## src/rtl/elbeth_pipe_stage.sv

```systemverilog
// Handshaked pipeline-stage register for the ELBETH pipeline: data payload plus
// separately-flushable control payload, optional 2-entry skid buffer, bubble counter.
module elbeth_pipe_stage #(
  parameter int unsigned         DATA_W   = 137,
  parameter int unsigned         CTRL_W   = 13,
  parameter logic [CTRL_W-1:0]   CTRL_RST = '0,
  parameter bit                  SKID     = 1'b1,
  parameter int unsigned         CNT_W    = 16
) (
  input  logic              clk,
  input  logic              rst,
  input  logic              ctrl_stall,
  input  logic              ctrl_flush,
  input  logic              in_valid,
  output logic              in_ready,
  input  logic [DATA_W-1:0] in_data,
  input  logic [CTRL_W-1:0] in_ctrl,
  output logic              out_valid,
  input  logic              out_ready,
  output logic [DATA_W-1:0] out_data,
  output logic [CTRL_W-1:0] out_ctrl,
  output logic [CNT_W-1:0]  bubble_count
);

  // ONE = output register occupied; FULL = output register and skid entry occupied.
  typedef enum logic [1:0] {
    ST_EMPTY = 2'd0,
    ST_ONE   = 2'd1,
    ST_FULL  = 2'd2
  } state_e;

  state_e              state_q, state_d;
  logic [DATA_W-1:0]   out_data_q, out_data_d;
  logic [CTRL_W-1:0]   out_ctrl_q, out_ctrl_d;
  logic [DATA_W-1:0]   skid_data_q, skid_data_d;
  logic [CTRL_W-1:0]   skid_ctrl_q, skid_ctrl_d;
  logic [CNT_W-1:0]    bubble_q, bubble_d;

  logic skid_valid;
  logic accept;
  logic emit;

  assign out_valid    = (state_q != ST_EMPTY);
  assign skid_valid   = (state_q == ST_FULL);
  assign out_data     = out_data_q;
  assign out_ctrl     = out_ctrl_q;
  assign bubble_count = bubble_q;

  // With the skid buffer, in_ready depends only on a flop, never on out_ready.
  always_comb begin
    if (SKID) in_ready = rst & ~ctrl_stall & ~skid_valid;
    else      in_ready = rst & ~ctrl_stall & (~out_valid | out_ready);
  end

  assign accept = in_valid & in_ready;
  assign emit   = out_valid & out_ready;

  always_comb begin
    // NOTE: every output of this block gets a default first so no path leaves
    // a signal unassigned, which would otherwise infer a latch.
    state_d     = state_q;
    out_data_d  = out_data_q;
    out_ctrl_d  = out_ctrl_q;
    skid_data_d = skid_data_q;
    skid_ctrl_d = skid_ctrl_q;

    if (ctrl_flush) begin
      // Only the control side is squashed; data registers keep their contents.
      state_d     = ST_EMPTY;
      out_ctrl_d  = CTRL_RST;
      skid_ctrl_d = CTRL_RST;
    end else begin
      unique case (state_q)
        ST_EMPTY: begin
          if (accept) begin
            state_d    = ST_ONE;
            out_data_d = in_data;
            out_ctrl_d = in_ctrl;
          end
        end
        ST_ONE: begin
          if (accept && emit) begin
            out_data_d = in_data;
            out_ctrl_d = in_ctrl;
          end else if (accept) begin
            // Reachable only with SKID=1; without it in_ready requires out_ready.
            state_d     = ST_FULL;
            skid_data_d = in_data;
            skid_ctrl_d = in_ctrl;
          end else if (emit) begin
            state_d = ST_EMPTY;
          end
        end
        ST_FULL: begin
          if (emit) begin
            state_d    = ST_ONE;
            out_data_d = skid_data_q;
            out_ctrl_d = skid_ctrl_q;
          end
        end
        default: state_d = ST_EMPTY;
      endcase
    end
  end

  always_comb begin
    bubble_d = bubble_q;
    if (!out_valid && out_ready && !ctrl_flush && (bubble_q != {CNT_W{1'b1}}))
      bubble_d = bubble_q + CNT_W'(1);
  end

  always_ff @(posedge clk or negedge rst) begin
    if (!rst) begin
      // NOTE: the payload registers are reset as well, because out_data must read
      // zero after reset; they are plain flops, not a memory array.
      state_q     <= ST_EMPTY;
      out_data_q  <= '0;
      out_ctrl_q  <= CTRL_RST;
      skid_data_q <= '0;
      skid_ctrl_q <= CTRL_RST;
      bubble_q    <= '0;
    end else begin
      // NOTE: non-blocking assignments so every flop samples pre-edge values.
      state_q     <= state_d;
      out_data_q  <= out_data_d;
      out_ctrl_q  <= out_ctrl_d;
      skid_data_q <= skid_data_d;
      skid_ctrl_q <= skid_ctrl_d;
      bubble_q    <= bubble_d;
    end
  end

endmodule

```

## config.mk

```make
export PLATFORM = sky130hd
export DESIGN_NAME = elbeth_pipe_stage
export DESIGN_NICKNAME = d
export VERILOG_FILES = /design/src/rtl/elbeth_pipe_stage.sv
export SDC_FILE = /design/constraint.sdc
export NUM_CORES = 1
export LEC_CHECK = 0
export CORE_MARGIN = 1
export CORE_UTILIZATION = 30
export DETAILED_ROUTE_END_ITERATION = 16
export GPL_TIMING_DRIVEN = 0
export HOLD_SLACK_MARGIN = 0.15
export SETUP_SLACK_MARGIN = 0.15
export SKIP_LAST_GASP = 1
export SLEW_MARGIN = 10
export SYNTH_ARGS = -nofsm -noshare
export SYNTH_HDL_FRONTEND = slang
export SYNTH_SLANG_ARGS = --single-unit
```

## constraint.sdc

```tcl
create_clock -name clk -period 4.65 [get_ports clk]
set_clock_uncertainty 0.15 [all_clocks]
set_input_delay 1.395 -clock clk [delete_from_list [all_inputs] [get_ports clk]]
set_output_delay 1.395 -clock clk [all_outputs]
set_load 0.1 [all_outputs]
```

==> impl_metrics.ini <==
[critical_path]
r2r_start = state_q[1]
cp_data_arrival_time_ns = 2.74
cp-start-kind = primary input
r2r_slack_ns = 1.99
startpoint = rst
reg2reg_depth = 7
cp.required_ns = 3.11
path_class = primary input to primary output
cp_max_fo = 88
crit_path_end_kind = primary output
r2r-end = out_data[63]

[global_routing]
grt_pass1_wl_um = 62700
overflow = 0
grtUsageMet3 = 0.0476
use_met2 = 0.272
grt_antenna_before_repair = 7
grt_pass1_vias = 10516
use_met1 = 0.223
grt_usage = 0.171
top_usage_layer = met2
grt_max_degree = 89

[final_layout]
post-route-cell-area_um2 = 19500
final_cell_mix = clkdlybuf4s50_1, dfrtp_1, o21ai_0, mux2i_1, mux2_4
ff_latch_area_um2 = 7960
synthToLayoutAreaGrowth_pct = 38.1
fin_util = 0.419
drive_gt1_frac = 0.133
final_common_cell = clkdlybuf4s50_1
fin_nets = 1612
nFillCells = 4461
multi_input_area_um2 = 5570

[hold_path]
holdPathEnd = skid_data_q[114]
hold_class = flip-flop to flip-flop
hp-start = skid_data_q[114]
hold_depth = 1

[yosys]
netlist_area_um2 = 14100
synth-seq-cells = 318
yosys_warnings = 0
synth_cells = 1087
ys_seq_area_frac = 0.565
syn_nets = 1244
synth.avg_cell_area_um2 = 13.0
synth_cell_type_count = 42

[clock_network]
clkTransAtPathRegs_ns = 0.05
h-tree-depth = 2
cts_tree = built
clock-root-buffer = clkbuf_16
clock_sinks = 318
clk_latency_ns = 0.54
clockBufferDepth = 3
cts_buffers = 38

[timing]
slew_viol_final = 0
finalCritPeriodShare = 0.923
post-route-min-period_ns = 4.29
setup_ws_ns = 0.360
setup_viol = 0
worstMarginPinSlew_ns = 1.11
rsz0062_at_grt = no
whs_ns = 0.334
hold_viol_final = 0
slew-limit-headroom = 0.255
fmax_mhz = 233

[route]
route.vias.total = 10046
via_per_inst = 4.81
routed_wl_um = 40900
drtAntennaViolNets = 0
first_iter_violations = 523
dr.pass1.iters = 4
routedWlPerCell_um = 19.6
remaining_drc_errors = 0

[die]
core_um2 = 46500
fp.dieH_um = 219
die_area_um2 = 47800
io_pins = 324
die_x_um = 219
start_util = 0.303
row_count = 79

[power]
power_density_nw_per_um2 = 502
p_leak_uw = 0.00821
irDropWorstVdd_mv = 0.392
total_power_uw = 9780

[placement]
port_buffers = 323
hpwl_um = 28200
placed_area_um2 = 18200
gp_congestion = 0.779
dp_slack_ns = -0.729

[status]
status = completed

[job]
maxCapViolCount = 0
routing by layer:
metal,share of wire,wire length [um],vias up
li1,-,-,4634
met1,0.44,18100,5093
met2,0.47,19100,262
met3,0.066,2720,53
met4,0.023,930,4
met5,0.00066,27,-
power by group:
part	total, uW	internal (uW)	switching [uW]
logic	3400	828	2570
registers	3380	3140	235
clock network	3000	1850	1150
total	9780	5820	3960
cells in the mapped netlist:
| cell type | n | area share |
|---|---|---|
| dfrtp_1 | 318 | 0.56 |
| o21ai_0 | 273 | 0.097 |
| mux2i_1 | 164 | 0.12 |
| mux2_4 | 90 | 0.096 |
| clkbuf_1 | 50 | 0.013 |
| mux2_1 | 40 | 0.032 |
| nor2_1 | 34 | 0.0091 |
| buf_2 | 16 | 0.0057 |
| a211oi_1 | 13 | 0.0069 |
| xor2_1 | 13 | 0.0081 |
| buf_12 | 11 | 0.016 |
| nand2_1 | 9 | 0.0024 |
| mux2_2 | 8 | 0.0064 |
| buf_6 | 5 | 0.0040 |
| buf_1 | 4 | 0.0011 |
| nand4_1 | 4 | 0.0018 |
| nand3_1 | 3 | 0.0011 |
| nor3_1 | 3 | 0.0011 |
| nor4_1 | 3 | 0.0013 |
| nand2b_1 | 2 | 0.00089 |
| nand3b_1 | 2 | 0.0011 |
| xnor2_1 | 2 | 0.0012 |
| a21oi_1 | 1 | 0.00035 |
| and2b_2 | 1 | 0.00062 |
| and3_1 | 1 | 0.00044 |
| and4_1 | 1 | 0.00062 |
| ha_1 | 1 | 0.00089 |
| inv_1 | 1 | 0.00027 |
| nor2_8 | 1 | 0.0014 |
| nor2b_1 | 1 | 0.00044 |
| nor3b_1 | 1 | 0.00053 |
| nor4b_1 | 1 | 0.00062 |
| o2111ai_1 | 1 | 0.00062 |
| o21a_1 | 1 | 0.00053 |
| o21ai_1 | 1 | 0.00035 |
| o22a_1 | 1 | 0.00062 |
| o31a_1 | 1 | 0.00062 |
| o31ai_4 | 1 | 0.0015 |
| o41ai_1 | 1 | 0.00062 |
| or2_2 | 1 | 0.00044 |
| or3b_1 | 1 | 0.00062 |
| or4_1 | 1 | 0.00053 |
critical path: stages:
cell	delay, ns
buf_12	0.37
buf_16	0.38
nor3b_2	0.24
buf_4	0.31
cell type report:
cell class / instances / area share
Antenna cell: 4 / 0.000514
Buffer: 86 / 0.0287
Clock buffer: 58 / 0.0606
Clock inverter: 5 / 0.00399
Inverter: 1 / 0.000193
Multi-Input combinational cell: 682 / 0.286
Sequential cell: 318 / 0.409
Tap cell: 607 / 0.0390
Timing Repair Buffer: 328 / 0.172
flip-flops by register name, indices dropped and copies added (netlist names):
register      cells
bubble_count     16
out_ctrl         13
out_data        137
skid_ctrl_q      13
skid_data_q     137
state_q           2
metrics by stage:
step,instances,TNS [ns]
after detailed placement,2020,-37.83
after global placement,2017,-8171.49
final,2089,0
after CTS,2083,0
after floorplan,1087,0
after global routing,2088,0
timing repair:
action                     CTS  global route
hold buffers                 0             0
cloned                       0             0
setup buffers                0             2
gates resized for setup      7             0
pin swaps                    0             1
setup endpoints to repair    2            32
worst max path at each step:
stage,endpoint,slack [ns],depth (start not counted)
floorplan,in_ready,0.50,1
global placement,out_data[67],-14.24,7
detailed placement,in_ready,-0.73,4
CTS,in_ready,0.26,4
global route,in_ready,0.17,4
finish,in_ready,0.36,4
cell families (layout without fill, tap and decap cells):
| group | Yosys count | after routing | synth area share |
|---|---|---|---|
| xor gates and xnor gates | 15 | 15 | 0.00933 |
| muxes | 302 | 302 | 0.251 |
| adders and majority gates | 1 | 1 | 0.000888 |
| AOI/OAI and AO/OA | 294 | 294 | 0.109 |
| buffers and inverters | 87 | 478 | 0.0400 |
| other | 0 | 4 | 0 |
| and+or+nand+nor | 70 | 70 | 0.0250 |
| DFF | 318 | 318 | 0.565 |
(Power assumes the default switching activity.)
